<file path="src/rtl/top_pkg.sv">
// Shared geometry, derived widths, FSM states and operand extension for the matrix-vector top.
// SIGNED_ARITH_EN selects two's complement operands; otherwise everything is unsigned.
package top_pkg;

    localparam int KERNEL_SIZE  = 3;
    localparam int DATA_WIDTH   = 8;
    localparam int WEIGHT_WIDTH = 8;
    localparam int DEPTH        = 4;
    localparam int PTR_WIDTH    = 2;
    localparam int BUS_WIDTH    = 32;

    localparam int SUM_WIDTH            = DATA_WIDTH + WEIGHT_WIDTH + KERNEL_SIZE;
    localparam int DATAOUT_WIDTH        = SUM_WIDTH * KERNEL_SIZE;
    localparam int NUM_WEIGHT_TRANSFERS =
        (WEIGHT_WIDTH * KERNEL_SIZE * KERNEL_SIZE + BUS_WIDTH - 1) / BUS_WIDTH;

    typedef enum logic {
        LOAD_W = 1'b0,
        RUN    = 1'b1
    } state_e;

    // Products are formed at full sum width, so extension here makes the
    // modular multiply exact in both signed and unsigned modes.
    function automatic logic [SUM_WIDTH-1:0] ext_data(input logic [DATA_WIDTH-1:0] v);
`ifdef SIGNED_ARITH_EN
        return {{(SUM_WIDTH-DATA_WIDTH){v[DATA_WIDTH-1]}}, v};
`else
        return {{(SUM_WIDTH-DATA_WIDTH){1'b0}}, v};
`endif
    endfunction

    function automatic logic [SUM_WIDTH-1:0] ext_weight(input logic [WEIGHT_WIDTH-1:0] v);
`ifdef SIGNED_ARITH_EN
        return {{(SUM_WIDTH-WEIGHT_WIDTH){v[WEIGHT_WIDTH-1]}}, v};
`else
        return {{(SUM_WIDTH-WEIGHT_WIDTH){1'b0}}, v};
`endif
    endfunction

endpackage

</file>
<file path="src/rtl/stream_fifo.sv">
// Input beat FIFO with registered full/empty flags; head is read combinationally.
// A push while full is dropped, so callers gate push with !full_o; a pop while empty is ignored.
module stream_fifo #(
    parameter int DEPTH     = 4,
    parameter int PTR_WIDTH = 2,
    parameter int WIDTH     = 32
) (
    input  logic             clk,
    input  logic             rstn,
    input  logic             push_i,
    input  logic [WIDTH-1:0] push_dat_i,
    input  logic             pop_i,
    output logic [WIDTH-1:0] head_dat_o,
    output logic             full_o,
    output logic             empty_o
);

    logic [WIDTH-1:0]     mem_q [DEPTH];
    logic [PTR_WIDTH-1:0] wr_ptr_q, rd_ptr_q;
    logic [PTR_WIDTH:0]   cnt_q, cnt_d;
    logic                 push_ok, pop_ok;

    assign full_o     = (cnt_q == (PTR_WIDTH+1)'(DEPTH));
    assign empty_o    = (cnt_q == '0);
    assign push_ok    = push_i && !full_o;
    assign pop_ok     = pop_i && !empty_o;
    assign head_dat_o = mem_q[rd_ptr_q];

    always_comb begin
        cnt_d = cnt_q;
        case ({push_ok, pop_ok})
            2'b10:   cnt_d = cnt_q + (PTR_WIDTH+1)'(1);
            2'b01:   cnt_d = cnt_q - (PTR_WIDTH+1)'(1);
            default: cnt_d = cnt_q;
        endcase
    end

    always_ff @(posedge clk or negedge rstn) begin
        if (!rstn) begin
            wr_ptr_q <= '0;
            rd_ptr_q <= '0;
            cnt_q    <= '0;
            for (int i = 0; i < DEPTH; i++) mem_q[i] <= '0;
        end else begin
            cnt_q <= cnt_d;
            if (push_ok) begin
                mem_q[wr_ptr_q] <= push_dat_i;
                wr_ptr_q        <= wr_ptr_q + PTR_WIDTH'(1);
            end
            if (pop_ok) rd_ptr_q <= rd_ptr_q + PTR_WIDTH'(1);
        end
    end

endmodule

</file>
<file path="src/rtl/top.sv">
// Streaming KxK matrix-vector multiplier: weight load, then one W*b column out per input beat.
// Latency 2 edges from FIFO-empty acceptance; output stall freezes the pipeline, FIFO fills, then tready drops.
// SIGNED_ARITH_EN switches operands to two's complement.
module top
    import top_pkg::*;
(
    input  logic                     clk,
    input  logic                     rstn,
    input  logic [BUS_WIDTH-1:0]     s_axis_tdata,
    input  logic                     s_axis_tvalid,
    output logic                     s_axis_tready,
    input  logic                     m_axis_tready,
    output logic [DATAOUT_WIDTH-1:0] m_axis_tdata,
    output logic                     m_axis_tvalid
);

    localparam int K      = KERNEL_SIZE;
    localparam int KK     = K * K;
    localparam int SLICES = BUS_WIDTH / WEIGHT_WIDTH;
    localparam int WCNT_W = (NUM_WEIGHT_TRANSFERS > 1) ? $clog2(NUM_WEIGHT_TRANSFERS) : 1;

    state_e                   state_q, state_d;
    logic [WCNT_W-1:0]        wcnt_q, wcnt_d;
    logic                     alive_q;
    logic [WEIGHT_WIDTH-1:0]  w_q [KK];

    logic                     fifo_full, fifo_empty, fifo_push, fifo_pop;
    logic [BUS_WIDTH-1:0]     fifo_dat;

    logic                     s1_vld_q;
    logic [SUM_WIDTH-1:0]     prod_q [KK];
    logic [SUM_WIDTH-1:0]     prod_d [KK];
    logic                     m_vld_q;
    logic [DATAOUT_WIDTH-1:0] m_dat_q, m_dat_d;
    logic                     advance, w_beat;

    // alive_q keeps tready low while reset is asserted and for the first edge after it.
    assign s_axis_tready = alive_q && ((state_q == LOAD_W) || !fifo_full);
    assign w_beat        = s_axis_tvalid && s_axis_tready && (state_q == LOAD_W);
    assign fifo_push     = s_axis_tvalid && s_axis_tready && (state_q == RUN);
    assign advance       = !(m_vld_q && !m_axis_tready);
    assign fifo_pop      = advance && !fifo_empty;
    assign m_axis_tvalid = m_vld_q;
    assign m_axis_tdata  = m_dat_q;

    stream_fifo #(
        .DEPTH     (DEPTH),
        .PTR_WIDTH (PTR_WIDTH),
        .WIDTH     (BUS_WIDTH)
    ) u_in_fifo (
        .clk        (clk),
        .rstn       (rstn),
        .push_i     (fifo_push),
        .push_dat_i (s_axis_tdata),
        .pop_i      (fifo_pop),
        .head_dat_o (fifo_dat),
        .full_o     (fifo_full),
        .empty_o    (fifo_empty)
    );

    always_comb begin
        state_d = state_q;
        wcnt_d  = wcnt_q;
        if (w_beat) begin
            if (wcnt_q == WCNT_W'(NUM_WEIGHT_TRANSFERS - 1)) state_d = RUN;
            else                                             wcnt_d  = wcnt_q + WCNT_W'(1);
        end
    end

    always_ff @(posedge clk or negedge rstn) begin
        if (!rstn) begin
            state_q <= LOAD_W;
            wcnt_q  <= '0;
            alive_q <= 1'b0;
        end else begin
            state_q <= state_d;
            wcnt_q  <= wcnt_d;
            alive_q <= 1'b1;
        end
    end

    // Element e lives in beat e/SLICES, MSB-first slice e%SLICES; row-major into W.
    always_ff @(posedge clk or negedge rstn) begin
        if (!rstn) begin
            for (int e = 0; e < KK; e++) w_q[e] <= '0;
        end else if (w_beat) begin
            for (int e = 0; e < KK; e++) begin
                if (wcnt_q == WCNT_W'(e / SLICES))
                    w_q[e] <= s_axis_tdata[BUS_WIDTH-1-(e%SLICES)*WEIGHT_WIDTH -: WEIGHT_WIDTH];
            end
        end
    end

    always_comb begin
        for (int r = 0; r < K; r++) begin
            for (int i = 0; i < K; i++) begin
                prod_d[r*K+i] = ext_weight(w_q[r*K+i])
                              * ext_data(fifo_dat[BUS_WIDTH-1-i*DATA_WIDTH -: DATA_WIDTH]);
            end
        end
    end

    always_comb begin
        m_dat_d = '0;
        for (int r = 0; r < K; r++) begin
            for (int i = 0; i < K; i++) begin
                m_dat_d[r*SUM_WIDTH +: SUM_WIDTH] = m_dat_d[r*SUM_WIDTH +: SUM_WIDTH] + prod_q[r*K+i];
            end
        end
    end

    always_ff @(posedge clk or negedge rstn) begin
        if (!rstn) begin
            s1_vld_q <= 1'b0;
            m_vld_q  <= 1'b0;
            m_dat_q  <= '0;
            for (int e = 0; e < KK; e++) prod_q[e] <= '0;
        end else if (advance) begin
            s1_vld_q <= !fifo_empty;
            if (!fifo_empty) prod_q <= prod_d;
            m_vld_q <= s1_vld_q;
            if (s1_vld_q) m_dat_q <= m_dat_d;
        end
    end

endmodule

</file>
<file path="config.mk">
export PLATFORM = sky130hd
export DESIGN_NAME = top
export DESIGN_NICKNAME = d
export VERILOG_FILES = /design/src/rtl/top_pkg.sv /design/src/rtl/stream_fifo.sv /design/src/rtl/top.sv
export SDC_FILE = /design/constraint.sdc
export NUM_CORES = 2
export LEC_CHECK = 0
export CELL_PAD_IN_SITES_DETAIL_PLACEMENT = 1
export CELL_PAD_IN_SITES_GLOBAL_PLACEMENT = 1
export CORE_UTILIZATION = 38
export CTS_BUF_LIST = sky130_fd_sc_hd__clkbuf_8
export DETAILED_ROUTE_END_ITERATION = 10
export DONT_BUFFER_PORTS = 1
export GPL_TIMING_DRIVEN = 0
export HOLD_SLACK_MARGIN = 0.02
export PLACE_DENSITY_LB_ADDON = 0.1
export SLEW_MARGIN = 20
export SYNTH_ARGS = -nofsm -noshare
export SYNTH_HDL_FRONTEND = slang
export SYNTH_HIERARCHICAL = 1
export SYNTH_SLANG_ARGS = --single-unit
</file>
<file path="constraint.sdc">
create_clock -name clk -period 13 [get_ports clk]
set_input_delay 2.6 -clock clk [delete_from_list [all_inputs] [get_ports clk]]
set_output_delay 2.6 -clock clk [all_outputs]
set_load 0.01 [all_outputs]
</file>
==> qor.yml <==
status:
  status: "finished, violations left"
  violations: "max-slew violations"
final_layout:
  area_growth_pct: 8.84
  final_common_cell: "inv_1"
  final_cell_mix: "494 x inv_1, 459 x and2_1, 412 x nand2_1, 379 x dfrtp_1, 377 x ha_1"
  finalNetCount: 4550
  drive_above_1_share_pct: 8.99
  utilization_pct: 41.8
route:
  vias_per_cell: 5.20
  drt_iter0_drc: 1504
  met3WireLength_um: 4680
  top_layer: "met4"
  met1_length_um: 58100
  finalWirelength_um: 119000
  ant_nets: 0
  vias: 26500
  drt_first_pass_iters: 5
  wl_per_cell_um: 23.4
  drc: 0
  wl_met2_um: 54200
setup_path:
  path_common_cell: "fa_1"
  crit_path_top_delay_cell: "clkbuf_1"
  critPathCaptureType: "flip-flop"
  critPathRequiredTime_ns: 13.52
  cp_top_family: "adder cells"
  crit_type: "reg2reg"
  crit_chain: "clkbuf_1 > clkbuf_1 > mux4_2 > clkbuf_1 > nand2_1 > fa_1 > fa_1 > inv_1 > fa_1 > inv_1 > fa_1 > inv_1 > ha_1 > or3_1 > or2_2 > o22ai_1 > o21ai_0 > xnor2_1 > o21ai_0"
  cpPeakStageDelay_ns: 0.76
  crit_buf_inv: 6
  start_kind: "flip-flop"
  crit_fanout: 10
  reg2reg_slack_ns: 5.56
  cp.arrival_ns: 7.96
global_route:
  grtUsageTotal_pct: 24.9
  grt_overflow: 0
  antenna_found_initial: 13
  grt_first_pass_wirelength_um: 182000
  grt_pass1_vias: 28200
  grt_max_degree: 380
placement:
  gp_congestion: 0.860
  pre_cts_slack_ns: 5.56
  hpwl_um: 95600
  port_buffers: 0
clocking:
  cts_tree: "yes"
  clockBufferDepth: 3
  clk_latency_ns: 0.71
  numCtsBuffers: 75
  clkSinkCount: 379
  clk_pin_slew_ns: 0.06
  cts_resized: 0
  cts_setup_buffers: 0
  cts_max_level: 3
  ctsHoldBuffers: 0
  cts-root-buf: "clkbuf_8"
die:
  dieWidth_um: 312
  dieArea_sq_mm: 0.0975
  rows: 113
  pin_count: 95
  die_y_um: 312
  core_sq_mm: 0.0952
  initial_core_util_pct: 38.4
timing:
  slew_headroom_pct: -20.8
  layout_worst_path_cycle_share_pct: 57.2
  rsz0062_at_grt: "false"
  max_clock_freq_mhz: 134
  worst_clock_skew_ns: 0.0455
  fin_ws_ns: 5.56
  tns_ns: 0
  hold_violations: 0
  finalSetupViolCount: 0
  worst_pin_slew_ns: 1.81
  min_period_ns: 7.44
  slew_viol_final: 146
job:
  maxCapViolCount: 0
synthesis:
  synthCells: 3681
  synth_area_sq_mm: 0.0366
  syn_avg_cell_area_sq_um: 9.93
  yosys_warnings: 6
hold_path:
  hold_class: "reg2reg"
[worst reg2reg max path, cell delays in order (launching register included)]
cell	delay (ns)
dfrtp_1	0.32
clkbuf_1	0.37
clkbuf_1	0.76
mux4_2	0.57
clkbuf_1	0.65
nand2_1	0.18
fa_1	0.55
fa_1	0.51
inv_1	0.05
fa_1	0.47
inv_1	0.05
fa_1	0.48
inv_1	0.04
ha_1	0.21
or3_1	0.34
or2_2	0.28
o22ai_1	0.29
o21ai_0	0.20
xnor2_1	0.76
o21ai_0	0.19
[layout make-up]
cell class / count / area, sq um
well taps: 1265 / 1580
inverters: 477 / 1790
diodes: 3 / 7.51
repair buffers: 1 / 11.3
flip-flops and latches: 379 / 9480
plain buffers: 129 / 597
multi-input cells: 2698 / 24700
clock inverters: 40 / 339
clock buffers: 93 / 1280
fillers: 10800 / 55400
[state kept, by name, indices dropped and copies added, names as in the netlist]
register and cells:
prod_q 144, m_axis_tvalid 1, w_q 72, s1_vld_q 1
u_in_fifo/mem_q 96, u_in_fifo/rd_ptr_q 2, state_q 1, u_in_fifo/wr_ptr_q 2
u_in_fifo/cnt_q 3, alive_q 1, wcnt_q 2, m_axis_tdata 54
[worst paths after layout]
| path | from | to | cells past startpoint |
|---|---|---|---|
| hold reg to reg | s1_vld_q | m_axis_tvalid | 2 |
| min in group asynchronous | rstn | m_axis_tdata[10] | 0 |
| setup / recovery | u_in_fifo/rd_ptr_q[1] | prod_q[146] | 19 |
| hold / removal | s1_vld_q | m_axis_tvalid | 2 |
| setup reg to reg | u_in_fifo/rd_ptr_q[1] | prod_q[146] | 19 |
| max in group asynchronous | rstn | u_in_fifo/mem_q[76] | 0 |
[routing by layer]
layer	vias to the layer above	GRT usage, %
met1	13700	35.8
met3	121	3.26
met2	456	40.0
met4	0	5.41
li1	12200	-
met5	-	0
[per-stage QoR]
step | instance area, sq um | cells | hold WS [ns]
after detailed placement | 38200 | 4949 | 0.481
after global placement | 38100 | 4948 | 0.476
final | 39800 | 5085 | 0.495
after CTS | 39800 | 5082 | 0.494
after global routing | 39800 | 5083 | 0.516
after floorplan | 36600 | 3683 | 0.449
Power is left out: the tool's default activity adds up to more than one toggle a clock period on the data nets, which glitch-free logic cannot reach.
